**src/rtl/sum_splitter.sv**
```systemverilog
// sum_splitter: takes a loaded total {i_overflow,i_data} and emits it as a
// stream of STEP_W-bit increments. Each beat is the largest step allowed
// (STEP_MAX), and the final beat carries the remainder. The emitted steps
// always sum to the loaded total, so an accumulator fed from reset with this
// stream rebuilds the same value.
//
// Ports
//   clock       rising-edge clock
//   i_rst_n     asynchronous active-low reset
//   i_load      load request, taken only while o_ready=1
//   i_data      low DATA_W bits of the total
//   i_overflow  MSB of the total
//   o_ready     idle; a load is accepted this cycle
//   o_valid     o_step/o_last are valid
//   i_ready     consumer takes the beat when o_valid & i_ready
//   o_step      increment carried by the current beat
//   o_last      current beat is the final one of the transaction
//   o_done      one-cycle pulse once the transaction is complete
module sum_splitter #(
  parameter int DATA_W = 6,
  parameter int STEP_W = 4
) (
  input  logic              clock,
  input  logic              i_rst_n,
  input  logic              i_load,
  input  logic [DATA_W-1:0] i_data,
  input  logic              i_overflow,
  output logic              o_ready,
  output logic              o_valid,
  input  logic              i_ready,
  output logic [STEP_W-1:0] o_step,
  output logic              o_last,
  output logic              o_done
);

  localparam int TOT_W = DATA_W + 1;
  localparam logic [TOT_W-1:0] STEP_MAX = TOT_W'((1 << STEP_W) - 1);

  typedef enum logic [1:0] {IDLE, RUN, DONE} state_t;

  state_t           state, state_nxt;
  logic [TOT_W-1:0] rem, rem_nxt;
  logic             big;
  logic [STEP_W-1:0] step_raw;

  // Every output below is a function of rem/state only, so nothing on the
  // input side can reach an output combinationally.
  assign big      = rem > STEP_MAX;
  assign step_raw = big ? STEP_MAX[STEP_W-1:0] : rem[STEP_W-1:0];

  always_ff @(posedge clock or negedge i_rst_n) begin
    if (!i_rst_n) begin
      state <= IDLE;
      rem   <= '0;
    end else begin
      state <= state_nxt;
      rem   <= rem_nxt;
    end
  end

  always_comb begin
    state_nxt = state;
    rem_nxt   = rem;
    o_ready   = 1'b0;
    o_valid   = 1'b0;
    o_step    = '0;
    o_last    = 1'b0;
    o_done    = 1'b0;
    unique case (state)
      IDLE: begin
        o_ready = 1'b1;
        if (i_load) begin
          rem_nxt   = {i_overflow, i_data};
          // A zero total has nothing to emit; go straight to the done pulse.
          state_nxt = ({i_overflow, i_data} == '0) ? DONE : RUN;
        end
      end
      RUN: begin
        o_valid = 1'b1;
        o_step  = step_raw;
        o_last  = !big;
        if (i_ready) begin
          // step_raw <= rem always holds, so this cannot wrap.
          rem_nxt = rem - TOT_W'(step_raw);
          if (!big) state_nxt = DONE;
        end
      end
      DONE: begin
        o_done    = 1'b1;
        state_nxt = IDLE;
      end
      default: state_nxt = IDLE;
    endcase
  end

endmodule

```
**config.mk**
```make
export PLATFORM = sky130hd
export DESIGN_NAME = sum_splitter
export DESIGN_NICKNAME = d
export VERILOG_FILES = /design/src/rtl/sum_splitter.sv
export SDC_FILE = /design/constraint.sdc
export NUM_CORES = 1
export LEC_CHECK = 0
export BUFFER_PORTS_ARGS = -buffer_cell sky130_fd_sc_hd__clkbuf_2
export CAP_MARGIN = 20
export CORE_AREA = 5 5 42 44
export DETAILED_ROUTE_END_ITERATION = 8
export DIE_AREA = 0 0 47 49
export HOLD_SLACK_MARGIN = 0.02
export PLACE_DENSITY = 0.77
export SETUP_SLACK_MARGIN = 0.05
export SLEW_MARGIN = 20
export SYNTH_ARGS = -nofsm -noshare
export SYNTH_HDL_FRONTEND = slang
export SYNTH_SLANG_ARGS = --single-unit
export TNS_END_PERCENT = 100
```
**constraint.sdc**
```tcl
create_clock -name clock -period 3 [get_ports clock]
set_input_delay 0.45 -clock clock [delete_from_list [all_inputs] [get_ports clock]]
set_output_delay 0.45 -clock clock [all_outputs]
set_load 0.03 [all_outputs]
```
# Word level (Yosys, flattened, before mapping)

Index checks and enable logic that the tools add are counted.

Add/sub/neg operators: 1
Magnitude comparators: 1
Equality and inequality tests: 5
Multiplexer cells: 14
Reduce and logical (&&, ||, !) cells: 6

Operator list:

| kind               | number |
|---|---|
| $mux 7             | 2 |
| $pmux 7 s2         | 1 |
| $mux 2             | 4 |
| $mux 4             | 2 |
| $gt 7x4->1 const B | 1 |
| $logic_not 7->1    | 1 |
| $sub 7x4->7        | 1 |
| $ne 2x2->1 const B | 3 |
| $reduce_and 3->1   | 2 |
| $mux 1             | 4 |
| $pmux 2 s2         | 1 |
| $eq 2x1->1 const B | 1 |
| $eq 2x2->1 const B | 1 |
| $logic_not 2->1    | 1 |
| $reduce_bool 2->1  | 1 |
| $logic_not 1->1    | 1 |

Register bits: 9
Output and inout bits: 8
Word-level logic and storage cells: 29

# Longest topological paths before layout

Depth after elaboration: 5
Depth in mapped cells: 8
Gate-level depth less buffers: 7

# Least setup slack after synthesis

Ideal clock, no wire load.

Kind: flip-flop to output port
Start point: reg rem[4]
End point: out o_last
Data arrival time: 1.581 ns
Data required time: 2.550 ns
Setup slack: 0.969 ns
Stages on the path, launching flop included: 4
Path through: dfrtp_1 -> or3_1 -> buf_6 -> nor3_1

Longest elaborated chain between the ends: 3

RTL lines:

| item                     | line | source |
|---|---|---|
| start: declaration       | 42   | `logic [TOT_W-1:0] rem, rem_nxt;` |
| start signal: assignment | 57   | `rem <= rem_nxt;` |
| $gt 7x4->1               | 48   | `assign big = rem > STEP_MAX;` |
| $logic_not 1->1          | n/a  |  |
| $mux 1                   | 69   | `unique case (state)` |
| end: declaration         | 32   | `output logic o_last,` |

Every way passes these cells.

# Final worst setup path

Start point: reg state[0]
End point: out o_step[3]

Longest elaborated chain between the ends: 2

RTL lines:

| item                     | line | source |
|---|---|---|
| start: declaration       | 41   | `state_t state, state_nxt;` |
| start signal: assignment | 56   | `state <= state_nxt;` |
| $eq 2x1->1               | 69   |  |
| $mux 4                   | 69   |  |
| end: declaration         | 31   | `output logic [STEP_W-1:0] o_step,` |

Every way passes these cells.

==> run_results.csv <==
group,metric,value,unit
setup_path,max_stage_delay,0.68,ns
cts,clkSinkCount,9,
place,io_buffers,18,
power,internal-power,0.479,mW
job,maxCapViolations,0,
logic_synthesis,synth_most_common_cell,"dfrtp_1",
timing,rsz0062_at_grt,"false",
route,wl_per_cell,13.2,um
final_layout,multi_input_area,383,sq um
setup_path,cp-end-kind,"primary output",
logic_synthesis,yosys-top-cells-count,"9 x dfrtp_1, 7 x nor2_1, 7 x o21ai_0",
power,seqPwrFrac,29.2,%
setup_path,worstPathArrival,1.97,ns
cts,cts_resized,0,
timing,relSlewSlack,49.2,%
cts,cts_max_level,1,
cts,cts_tree,"done",
place,place_area,726,sq um
logic_synthesis,synthTopCellsByArea,"dfrtp_1 34%, o21ai_0 5.3%, a21oi_1 4.5%",
status,run_status,"finished clean",
logic_synthesis,synth_edf_count,0,
cts,cts_inserted_buffers,3,
setup_path,crit_slowest_cell,"nor2b_1",
logic_synthesis,yosys_most_used_dff,"dfrtp_1",
final_layout,n_antenna_cell,0,
power,powerDensity,1310,nW/um^2
worst_hold_path,hold_class,"input port to async pin",
setup_path,crit_chain,"nor2b_1 -> o21a_1 -> clkbuf_2",
final_layout,final_util,53.7,%
route,via_per_inst,5.79,
floorplan,core_area,1400,sq um
cts,cts_root_buf,"clkbuf_4",
final_layout,final_area,752,sq um
final_layout,seq_area,225,sq um
setup_path,worst-setup-path-type,"flop to primary output",
logic_synthesis,yosys_warnings,0,
timing,hold_slack,0.0412,ns
route,drt_pass1_iterations,4,
timing,setup_viol,0,
logic_synthesis,synth_seq_area_share,33.9,%
final_layout,final_layout_size_suffix_gt1_share,25.8,%
logic_synthesis,yosysTopAreaCellShare,33.9,%
logic_synthesis,synth.cell_area,664,sq um
timing,fin_skew,0.00402,ns
floorplan,io_pins,19,
power,p_leak,0.350,nW
setup_path,cp_max_fo,16,
final_layout,fillers,147,
route,drt_iter0_drc,17,
setup_path,crit_required,2.55,ns
timing,final-max-slew-violation-count,0,
floorplan,row_count,14,
timing,fmax,0.414,GHz
cts,clock_latency,0.25,ns
logic_synthesis,syn_inst,78,
floorplan,die_w,47,um
grt,grt_pass1_vias,563,
setup_path,rr_startpoint,"rem[4]$_DFFE_PN0P_",
cts,post_cts_buffers,0,
timing,post-route-period-util,80.6,%
floorplan,initial_utilization,47.4,%
logic_synthesis,yosysTopAreaCell,"dfrtp_1",
route,vias,631,
power,combPwrFrac,61.6,%
place,hpwlAfterDp,1110,um
logic_synthesis,synth-seq-cells,9,
power,clock_power_share,9.2,%
timing,hold_viol,0,
timing,min_period,2.42,ns
logic_synthesis,synthArstFlopShare,100,%
grt,antenna_found_initial,0,
final_layout,nNetsFinal,106,
place,globalplace.congestion,0.843,
route,drcViolationCount,0,
cts,cts_buffer_depth,2,
grt,gr-usage-all-layers,14.6,%
timing,setup_tns,0,ns
power,peakVddDrop,0.000632,V
logic_synthesis,syn-num-nets,90,
grt,grt_max_degree,17,
grt,grt_pass1_wl,2500,um
cts,path_clk_slew,0.06,ns
route,ant_nets,0,
setup_path,worstSetupStartpoint,"state[0]$_DFFE_PN0P_",
logic_synthesis,syn_avg_cell_area,8.52,sq um
cts,hold_buffers,0,
final_layout,area_delta_synth_final,13.2,%
power,switching_share,51.3,%
timing,tightest_slew,0.761,ns
floorplan,die_y,49,um
floorplan,dieArea,2300,sq um
logic_synthesis,yosysUniqueCellTypes,32,
setup_path,start_kind,"flop",
power,power_switching,0.504,mW
route,drt_wl_total,1440,um
grt,overflow,0,
-- area by class of cell --
class,instances,area share (%)
well taps,16,2.66
flip-flops and latches,9,30.0
inverters,2,0.998
multi-input cells,60,50.9
repair buffers,18,12.0
clock buffers,4,3.49
-- registers in the layout (all words and copies together), names as in the netlist --
register and cells:
rem 7, state 2
-- path summary, 6_finish.rpt --
check / endpoint / cells past startpoint / slack (ns)
min in group clock: state[0]$_DFFE_PN0P_ / 2 / 0.47
worst min-delay path: rem[0]$_DFFE_PN0P_ / 1 / 0.04
worst max register to register: rem[4]$_DFFE_PN0P_ / 7 / 0.91
max in group asynchronous: state[1]$_DFFE_PN0P_ / 1 / 2.76
worst min register to register: rem[6]$_DFFE_PN0P_ / 2 / 0.56
worst max-delay path: o_step[3] / 3 / 0.58
-- cell usage in the layout (no fill, tap or decap), types with 3 or more instances in the layout --
cell       n
a21oi_1    6
nor3_1     4
dfrtp_1    9
o21ai_0    7
o21a_1     4
nor2_1     7
nand2_1    5
clkbuf_4   3
mux2i_1    3
clkbuf_2  18
-- kinds of logic (layout without fill, tap and decap cells) --
family | count (synthesis) | in the layout | share of synthesized area, %
AO/OA/AOI/OAI | 28 | 28 | 28.2
XOR/XNOR | 1 | 1 | 2.45
adder cells (fa/ha/maj) | 1 | 1 | 1.88
buffers and inverters | 9 | 24 | 8.47
flip-flops | 9 | 9 | 33.9
multiplexers | 3 | 3 | 4.52
AND/OR/NAND/NOR | 27 | 27 | 20.5
-- power groups by stage --
stage | sequential (mW) | clock (mW) | combinational (mW)
4_1_cts | 0.284 | 0.0938 | 0.611
3_3_place_gp | 0.283 | 0 | 0.602
6_report | 0.287 | 0.0903 | 0.606
3_5_place_dp | 0.285 | 0 | 0.609
2_1_floorplan | 0.231 | 0 | 0.568
5_1_grt | 0.297 | 0.104 | 0.668
-- per-layer routing --
metal / track usage [%] / wire length, um
met3: 3.32 / 74
met4: 5.53 / 18
met5: 0 / 0
met1: 20.4 / 654
met2: 21.3 / 695
-- worst max-delay path, delay by kind of cell (launching register included) --
family	cells	cell delay, ns
and+or+nand+nor	1	0.68
DFF	1	0.62
AOI/OAI and AO/OA	1	0.22
buffers and inverters	1	0.20
-- metrics by stage --
step	power, mW	worst slack (ns)	instances
after CTS	0.989	0.589	109
after detailed placement	0.894	0.877	105
final	0.984	0.583	109
after global placement	0.885	0.899	105
after floorplan	0.798	0.969	78
after global routing	1.07	0.410	109
Power figures use the tool's default switching activity.
